File: config.mk
export PLATFORM = sky130hd
export DESIGN_NAME = seq_ctrl
export DESIGN_NICKNAME = d
export VERILOG_FILES = /design/src/rtl/seq_ctrl.sv
export SDC_FILE = /design/constraint.sdc
export NUM_CORES = 1
export LEC_CHECK = 0
export CORE_UTILIZATION = 45
export DETAILED_ROUTE_END_ITERATION = 10
export GPL_TIMING_DRIVEN = 0
export PLACE_DENSITY = 0.82
export RECOVER_POWER = 100
export SKIP_CTS_REPAIR_TIMING = 1
export SLEW_MARGIN = 15
export SYNTH_ARGS = -nofsm -noshare
export SYNTH_HDL_FRONTEND = slang
export SYNTH_SLANG_ARGS = --single-unit
File: constraint.sdc
create_clock -name clk -period 2.33 [get_ports clk]
set_clock_uncertainty 0.05 [all_clocks]
set_input_delay 0.699 -clock clk [delete_from_list [all_inputs] [get_ports clk]]
set_output_delay 0.699 -clock clk [all_outputs]
set_load 0.01 [all_outputs]
File: src/rtl/seq_ctrl.sv
// rtl/seq_ctrl.sv - instruction sequencer: fetch/decode/execute/writeback control FSM
module seq_ctrl #(
    parameter int             NS      = 7,
    parameter logic [NS:0]    LAST_PC = 8'h7E
) (
    input  logic          clk,
    input  logic          rst,
    input  logic          start,
    input  logic [15:0]   instr,
    input  logic          alu_done,
    output logic [NS:0]   pc,
    output logic [3:0]    ra,
    output logic [3:0]    rb,
    output logic [3:0]    wa,
    output logic [3:0]    alu_op,
    output logic [7:0]    imm,
    output logic          imm_sel,
    output logic          alu_start,
    output logic          reg_we,
    output logic          busy,
    output logic          halted,
    output logic          illegal
);

    typedef enum logic [2:0] {
        IDLE   = 3'd0,
        FETCH  = 3'd1,
        DECODE = 3'd2,
        EXEC   = 3'd3,
        WB     = 3'd4,
        WB2    = 3'd5,
        HALT   = 3'd6
    } state_t;

    state_t       state;
    state_t       next;
    logic [15:0]  ir;
    logic         illegal_q;
    logic         exec_busy;

    function automatic logic is_legal(input logic [15:0] w);
        case (w[15:12])
            4'hF:       is_legal = (w[3:0] inside {4'h0, 4'h1, 4'h4, 4'h5, 4'h7, 4'h8});
            4'h8, 4'h9: is_legal = 1'b1;
            default:    is_legal = 1'b0;
        endcase
    endfunction

    logic ir_rtype;
    logic ir_muldiv;
    logic ir_swp;

    assign ir_rtype  = (ir[15:12] == 4'hF) && is_legal(ir);
    assign ir_muldiv = ir_rtype && ((ir[3:0] == 4'h4) || (ir[3:0] == 4'h5));
    assign ir_swp    = ir_rtype && (ir[3:0] == 4'h8);

    always_ff @(posedge clk or negedge rst) begin
        if (!rst) begin
            state <= IDLE;
        end else begin
            state <= next;
        end
    end

    always_comb begin
        next = state;
        case (state)
            IDLE:    if (start) next = FETCH;
            FETCH:   next = DECODE;
            // A zero word is a clean stop; anything undecodable stops with the illegal flag.
            DECODE:  next = ((instr == 16'h0000) || !is_legal(instr)) ? HALT : EXEC;
            EXEC:    if (!ir_muldiv || alu_done) next = WB;
            WB:      next = ir_swp ? WB2 : ((pc == LAST_PC) ? HALT : FETCH);
            WB2:     next = (pc == LAST_PC) ? HALT : FETCH;
            HALT:    if (start) next = FETCH;
            default: next = IDLE;
        endcase
    end

    always_ff @(posedge clk or negedge rst) begin
        if (!rst) begin
            pc        <= '0;
            ir        <= '0;
            illegal_q <= 1'b0;
            exec_busy <= 1'b0;
        end else begin
            // exec_busy marks the second and later EXEC cycles so alu_start fires once.
            exec_busy <= (state == EXEC) && (next == EXEC);
            if (((state == IDLE) || (state == HALT)) && start) begin
                pc        <= '0;
                illegal_q <= 1'b0;
            end
            if (state == DECODE) begin
                ir <= instr;
                if ((instr != 16'h0000) && !is_legal(instr)) begin
                    illegal_q <= 1'b1;
                end
            end
            if (((state == WB) || (state == WB2)) && (next == FETCH)) begin
                pc <= pc + (NS+1)'(2);
            end
        end
    end

    always_comb begin
        ra        = 4'h0;
        rb        = 4'h0;
        wa        = 4'h0;
        alu_op    = 4'h0;
        imm       = 8'h00;
        imm_sel   = 1'b0;
        case (ir[15:12])
            4'hF: begin
                if (ir_rtype) begin
                    ra     = ir[11:8];
                    rb     = ir[7:4];
                    wa     = ir[11:8];
                    alu_op = ir[3:0];
                end
            end
            4'h8: begin
                ra      = ir[11:8];
                wa      = ir[11:8];
                alu_op  = 4'h2;
                imm     = ir[7:0];
                imm_sel = 1'b1;
            end
            4'h9: begin
                ra      = ir[11:8];
                wa      = ir[11:8];
                alu_op  = 4'h3;
                imm     = ir[7:0];
                imm_sel = 1'b1;
            end
            default: ;
        endcase
        // Second half of a swap writes the captured A operand into the rb register.
        if (state == WB2) begin
            wa     = ir[7:4];
            alu_op = 4'h9;
        end
        alu_start = (state == EXEC) && !exec_busy;
        reg_we    = (state == WB) || (state == WB2);
        busy      = (state == FETCH) || (state == DECODE) || (state == EXEC) ||
                    (state == WB) || (state == WB2);
        halted    = (state == HALT);
        illegal   = illegal_q;
    end

endmodule

==> impl_metrics.csv, run 1 <==
group,metric,value,unit
status,status,"finished, violations left",
status,violations,"capacitance limit, slew limit, setup timing",
clock_network,clk_path_buf_depth,2,
critical_path,slowest_stage,"dfrtp_2",
grt,grt_pass1_wl,6860,µm
hold_path,hold_depth,2,
logic_synthesis,synth_compound_area_frac,0.101,
critical_path,crit_arrival,1.81,ns
final_layout,final_layout_size_suffix_gt1_frac,0.347,
place,hpwl,3060,µm
grt,grt_pass1_vias,1433,
logic_synthesis,synth-seq-cells,28,
drt,first_pass_iters,4,
critical_path,r2r_slack,0.09,ns
floorplanning,rows,21,
logic_synthesis,synthArstFlopShare,1.00,
grt,grt_usage,0.214,
sta,worst_slew_pin_slew,1.52,ns
sta,max_freq,391,MHz
floorplanning,die_area,0.00403,mm²
clock_network,clkTransAtPathRegs,0.09,ns
critical_path,crit_path_cell_trace,"and3b_2 > o21bai_4 > and2_1 > a221o_2 > clkbuf_2",
sta,maxSlewViolCount,29,
grt,grt_max_degree,29,
clock_network,cts.sinks,28,
logic_synthesis,synth_top_family_by_area,"simple AND/OR/NAND/NOR gates",
place,place.gp.congestion,0.789,
drt,ant_nets,0,
logic_synthesis,synthesis.area,0.00170,mm²
floorplanning,die_h,63.5,µm
final_layout,nets,274,
sta,setup_viol,14,
place,portBuffers,56,
logic_synthesis,ys_types,45,
logic_synthesis,synth_fa_ha_area_frac,0.00736,
critical_path,worstPathMaxFanout,7,
final_layout,final_area,0.00251,mm²
sta,worst_slack,-0.227,ns
critical_path,r2r_cells,4,
logic_synthesis,synthCells,172,
hold_path,whs_endpoint,"illegal",
drt,via_per_inst,5.37,
sta,min_period,2.56,ns
critical_path,r2r-end,"ir[7]",
power_and_ir_drop,finalPower,2850,µW
critical_path,startpoint_type,"flip-flop",
critical_path,max_stage_delay,0.46,ns
critical_path,cp.required,1.58,ns
sta,rsz0062_at_grt,"yes",
power_and_ir_drop,ir_worst_vdd,0.601,mV
drt,vias,1596,
grt,grt_overflow_total,0,
final_layout,diodes,0,
logic_synthesis,yosysWarnings,0,
logic_synthesis,synthSimpleGateAreaFrac,0.280,
clock_network,insertion_delay,0.27,ns
sta,slew_headroom,-0.0110,
run,drv_cap,1,
critical_path,end_kind,"output port",
logic_synthesis,syn_nets,193,
sta,hold_viol,0,
place,placed_area,0.00231,mm²
clock_network,htreeDepth,1,
final_layout,syn2layout_area_growth,47.5,%
floorplanning,core,0.00347,mm²
floorplanning,io_pins,58,
hold_path,min_from,"illegal",
drt,wl,4520,µm
drt,drcViolationCount,0,
floorplanning,initial_core_util,0.490,
drt,wl_per_cell,15.2,µm
logic_synthesis,muxShareOfSynthArea,0.147,
logic_synthesis,synth_edf_count,0,
logic_synthesis,synth_xor_area_frac,0.00515,
floorplanning,dieWidth,63.5,µm
clock_network,root_buffer,"clkbuf_8",
hold_path,hp-class,"reg -> reg",
critical_path,criticalPathCategory,"reg -> out",
drt,drtIter0Drc,74,
sta,final_min_period_over_clock_period,1.10,
power_and_ir_drop,p_per_area,1140,mW/mm²
logic_synthesis,synth_ff_type,"dfrtp_1",
clock_network,cts_tree,"done",
power_and_ir_drop,cellLeakagePower,0.00126,µW
grt,antenna_found_initial,0,
logic_synthesis,synth.avg_cell_area,9.89,µm²
clock_network,cts_buffers,3,
logic_synthesis,ys_seq_area_frac,0.412,
critical_path,r2r-start,"state[2]",
[state kept, by name (all words and copies together), names as in the netlist]
signal,cells
ir,16
pc,7
state,3
exec_busy,1
illegal,1
[power by group]
part	internal, µW	leakage [µW]	switching, µW
clock network	116	0.0000216	146
registers	697	0.000341	225
logic	909	0.000895	759
total	1720	0.00126	1130
[routing by layer]
layer	routed length, µm	part of all wire	global-route usage
met5	0	0	0
met4	73	0.016	0.0682
met3	240	0.053	0.0236
met2	2120	0.47	0.318
met1	2090	0.46	0.324
[placed cells by master (no fill, tap or decap), types with 2 or more instances in the layout]
cell type | netlist | routed
dfrtp_1 | 28 | 25
nand2_1 | 21 | 18
buf_4 | 1 | 18
mux2_2 | 16 | 16
clkdlybuf4s50_1 | 0 | 16
clkbuf_2 | 0 | 12
dlygate4sd3_1 | 0 | 10
dlymetal6s2s_1 | 0 | 9
nor4_1 | 8 | 8
and2_1 | 8 | 8
inv_1 | 6 | 7
mux2i_1 | 7 | 7
buf_2 | 2 | 7
and3_1 | 6 | 6
o21ai_1 | 2 | 6
buf_6 | 2 | 6
nor2b_1 | 5 | 5
nand4_1 | 5 | 5
clkbuf_1 | 3 | 4
o21a_1 | 4 | 4
nor2_1 | 5 | 4
nor3_1 | 4 | 4
nor4b_1 | 3 | 3
nand2_2 | 0 | 3
clkbuf_8 | 0 | 3
dfrtp_2 | 0 | 3
o21ai_0 | 6 | 2
nand3_1 | 2 | 2
[cell type report]
cell class                 instances  area (µm²)
multi-input combinational        129         973
fill                             279         960
sequential                        28         704
timing repair buffer              77         663
tap                               46        57.6
buffer                             7        42.5
clock buffer                       3        41.3
inverter                           7        26.3
[critical path: cells and delay by family (launching register included)]
family / cells / cell delay [ns]
flip-flops: 1 / 0.46
buffers and inverters: 1 / 0.13
AND/OR/NAND/NOR: 2 / 0.41
AO/OA/AOI/OAI: 2 / 0.53
[Yosys cell counts, drive strengths merged (2+ instances only)]
master | number | area share
and3 | 6 | 0.022
nand3 | 2 | 0.0059
nor3b | 2 | 0.0088
nor4b | 3 | 0.015
clkbuf | 3 | 0.0066
a211oi | 2 | 0.012
o21a | 4 | 0.018
nor2b | 5 | 0.018
a21oi | 2 | 0.0059
and2 | 10 | 0.038
nor4 | 8 | 0.029
nand2 | 21 | 0.046
dfrtp | 28 | 0.41
o21ai | 8 | 0.024
mux2 | 16 | 0.11
nor2 | 5 | 0.011
mux2i | 7 | 0.041
buf | 5 | 0.024
o21bai | 2 | 0.0088
inv | 7 | 0.015
nor3 | 6 | 0.031
nand4 | 5 | 0.018
[metrics by stage]
| stage | setup TNS [ns] | std cells | utilization | setup slack [ns] | hold WS (ns) |
|---|---|---|---|---|---|
| 4_1_cts | -14.86 | 277 | 0.679 | -0.808 | 0.400 |
| 6_report | -1.63 | 297 | 0.723 | -0.227 | 0.472 |
| 3_5_place_dp | -6.59 | 274 | 0.667 | -0.491 | 0.452 |
| 5_1_grt | -2.80 | 297 | 0.723 | -0.284 | 0.525 |
| 3_3_place_gp | -5.67 | 274 | 0.668 | -0.421 | 0.444 |
| 2_1_floorplan | 0 | 172 | - | 0.195 | 0.353 |
[worst max-delay path by stage]
stage | start | endpoint
2_1_floorplan | ir[0] | wa[0]
3_3_place_gp | ir[2] | wa[0]
3_5_place_dp | ir[2] | wa[0]
4_1_cts | ir[2] | wa[0]
5_1_grt | ir[2] | alu_op[0]
6_report | ir[2] | alu_op[0]
[kinds of logic after synthesis]
kind of cell | after synthesis
adder cells (fa/ha/maj) | 1
XOR/XNOR | 1
buffers and inverters | 15
multiplexers | 23
other | 1
AND/OR/NAND/NOR | 79
AO/OA/AOI/OAI | 24
flip-flops | 28
Power figures use the tool's default switching activity.
==> inputs of run 2 (changes only) <==
--- a/config.mk
+++ b/config.mk
@@ -8,6 +8,7 @@
 export CORE_UTILIZATION = 45
 export DETAILED_ROUTE_END_ITERATION = 10
 export GPL_TIMING_DRIVEN = 0
+export MAX_ROUTING_LAYER = met4
 export PLACE_DENSITY = 0.82
 export RECOVER_POWER = 100
 export SKIP_CTS_REPAIR_TIMING = 1
==> impl_metrics.csv, run 2 (synthesis gave the netlist of run 1 again) <==
group,metric,value,unit
grt,met3_usage,0.0236,
place,placed_area,0.00231,mm²
power_and_ir_drop,p_per_area,1140,mW/mm²
critical_path,worstPathMaxFanout,7,
critical_path,crit_family,"compound AO/OA/AOI/OAI gates",
drt,via_per_inst,5.38,
floorplanning,die_area,0.00403,mm²
clock_network,root_buffer,"clkbuf_8",
clock_network,cts_tree,"done",
status,status,"finished, violations left",
clock_network,cts_buffers,3,
drt,wl_per_cell,15.2,µm
floorplanning,core,0.00347,mm²
sta,slew_headroom,-0.0110,
floorplanning,rows,21,
drt,vias,1598,
grt,grt_pass1_wl,6860,µm
power_and_ir_drop,ir_worst_vdd,0.601,mV
critical_path,startpoint_type,"flip-flop",
final_layout,layout_commonest_cell,"dfrtp_1",
clock_network,clkTransAtPathRegs,0.09,ns
critical_path,cp.required,1.58,ns
floorplanning,dieWidth,63.5,µm
critical_path,max_stage_delay,0.46,ns
final_layout,syn2layout_area_growth,47.5,%
final_layout,final_cells,297,
grt,grt_pass1_vias,1433,
sta,maxSlewViolCount,29,
final_layout,seqCellArea,704,µm²
floorplanning,initial_core_util,0.490,
sta,final_min_period_over_clock_period,1.10,
critical_path,crit_path_cell_trace,"and3b_2 > o21bai_4 > and2_1 > a221o_2 > clkbuf_2",
sta,setup_viol,14,
place,hpwl,3060,µm
sta,whs,0.472,ns
final_layout,top_regs,"ir x16, pc x7, state x3",
status,violations,"capacitance limit, slew limit, setup timing",
final_layout,diodes,0,
clock_network,clk_path_buf_depth,2,
sta,max_freq,391,MHz
sta,min_period,2.56,ns
grt,grt_max_degree,29,
hold_path,hp-class,"reg -> reg",
drt,first_pass_iters,4,
floorplanning,io_pins,58,
final_layout,largest_register_ff_count,16,
drt,wl,4520,µm
drt,drcViolationCount,0,
drt,ant_nets,0,
sta,worst_slew_pin_slew,1.52,ns
grt,use_met2,0.318,
run,drv_cap,1,
drt,drtIter0Drc,78,
clock_network,cts.sinks,28,
final_layout,final_cell_mix,"dfrtp_1 (25), nand2_1 (18), buf_4 (18), mux2_2 (16), clkdlybuf4s50_1 (16)",
final_layout,regMostFlops,"ir",
clock_network,insertion_delay,0.27,ns
sta,worst_slack,-0.227,ns
critical_path,crit_arrival,1.81,ns
grt,grtUsageMet1,0.324,
place,placedCellCount,274,
sta,rsz0062_at_grt,"yes",
final_layout,fillers,279,
final_layout,nets,274,
critical_path,path_buf_inv,1,
critical_path,end_kind,"output port",
grt,grt_overflow_total,0,
grt,antenna_found_initial,0,
place,place.gp.congestion,0.800,
clock_network,htreeDepth,1,
critical_path,slowest_stage,"dfrtp_2",
grt,grt_usage,0.220,
place,portBuffers,56,
final_layout,final_layout_size_suffix_gt1_frac,0.347,
critical_path,criticalPathCategory,"reg -> out",
power_and_ir_drop,cellLeakagePower,0.00126,µW
final_layout,multi_input_area,973,µm²
floorplanning,die_h,63.5,µm
grt,grt-busiest-layer,"met1",
sta,hold_viol,0,
final_layout,final_area,0.00251,mm²
-- run 2: layout make-up --
type                    instances  area share
multi-input cells             129       0.388
flip-flops and latches         28       0.281
repair buffers                 77       0.264
well taps                      46      0.0229
plain buffers                   7      0.0170
clock buffers                   3      0.0165
inverters                       7      0.0105
-- run 2: power by group --
group / switching [µW] / internal [µW] / leakage [µW]
combinational: 759 / 909 / 0.000895
clock: 146 / 116 / 0.0000216
sequential: 225 / 697 / 0.000341
-- run 2: worst paths after layout --
| check | endpoint | depth (start not counted) | from | slack [ns] |
|---|---|---|---|---|
| min in group asynchronous | exec_busy | 1 | rst | 0.73 |
| min reg2reg | illegal | 2 | illegal | 0.47 |
| max in group asynchronous | ir[2] | 1 | rst | 0.51 |
| max | alu_op[0] | 5 | ir[2] | -0.23 |
| max reg2reg | ir[7] | 4 | state[2] | 0.10 |
| min | illegal | 2 | illegal | 0.47 |
-- run 2: per-layer routing --
metal | up-vias | share of wire | routed length, µm
met5 | - | 0 | 0
met4 | 0 | 0.016 | 73
met3 | 7 | 0.053 | 240
met2 | 49 | 0.47 | 2120
li1 | 775 | - | -
met1 | 767 | 0.46 | 2090
-- run 2: worst register-to-register path, delay by kind of cell, from the launching register on --
| kind | cells | cell delay, ns |
|---|---|---|
| simple gates | 1 | 0.69 |
| buf+inv | 2 | 0.63 |
| flops | 1 | 0.38 |
| mux | 1 | 0.37 |
-- run 2: stage by stage --
step	total power, µW	util	worst slack, ns	setup TNS, ns
global route	3050	0.723	-0.284	-2.80
CTS	2620	0.679	-0.808	-14.86
global placement	2320	0.668	-0.421	-5.67
finish	2850	0.723	-0.227	-1.64
floorplan	1750	-	0.195	0
detailed placement	2350	0.667	-0.491	-6.59
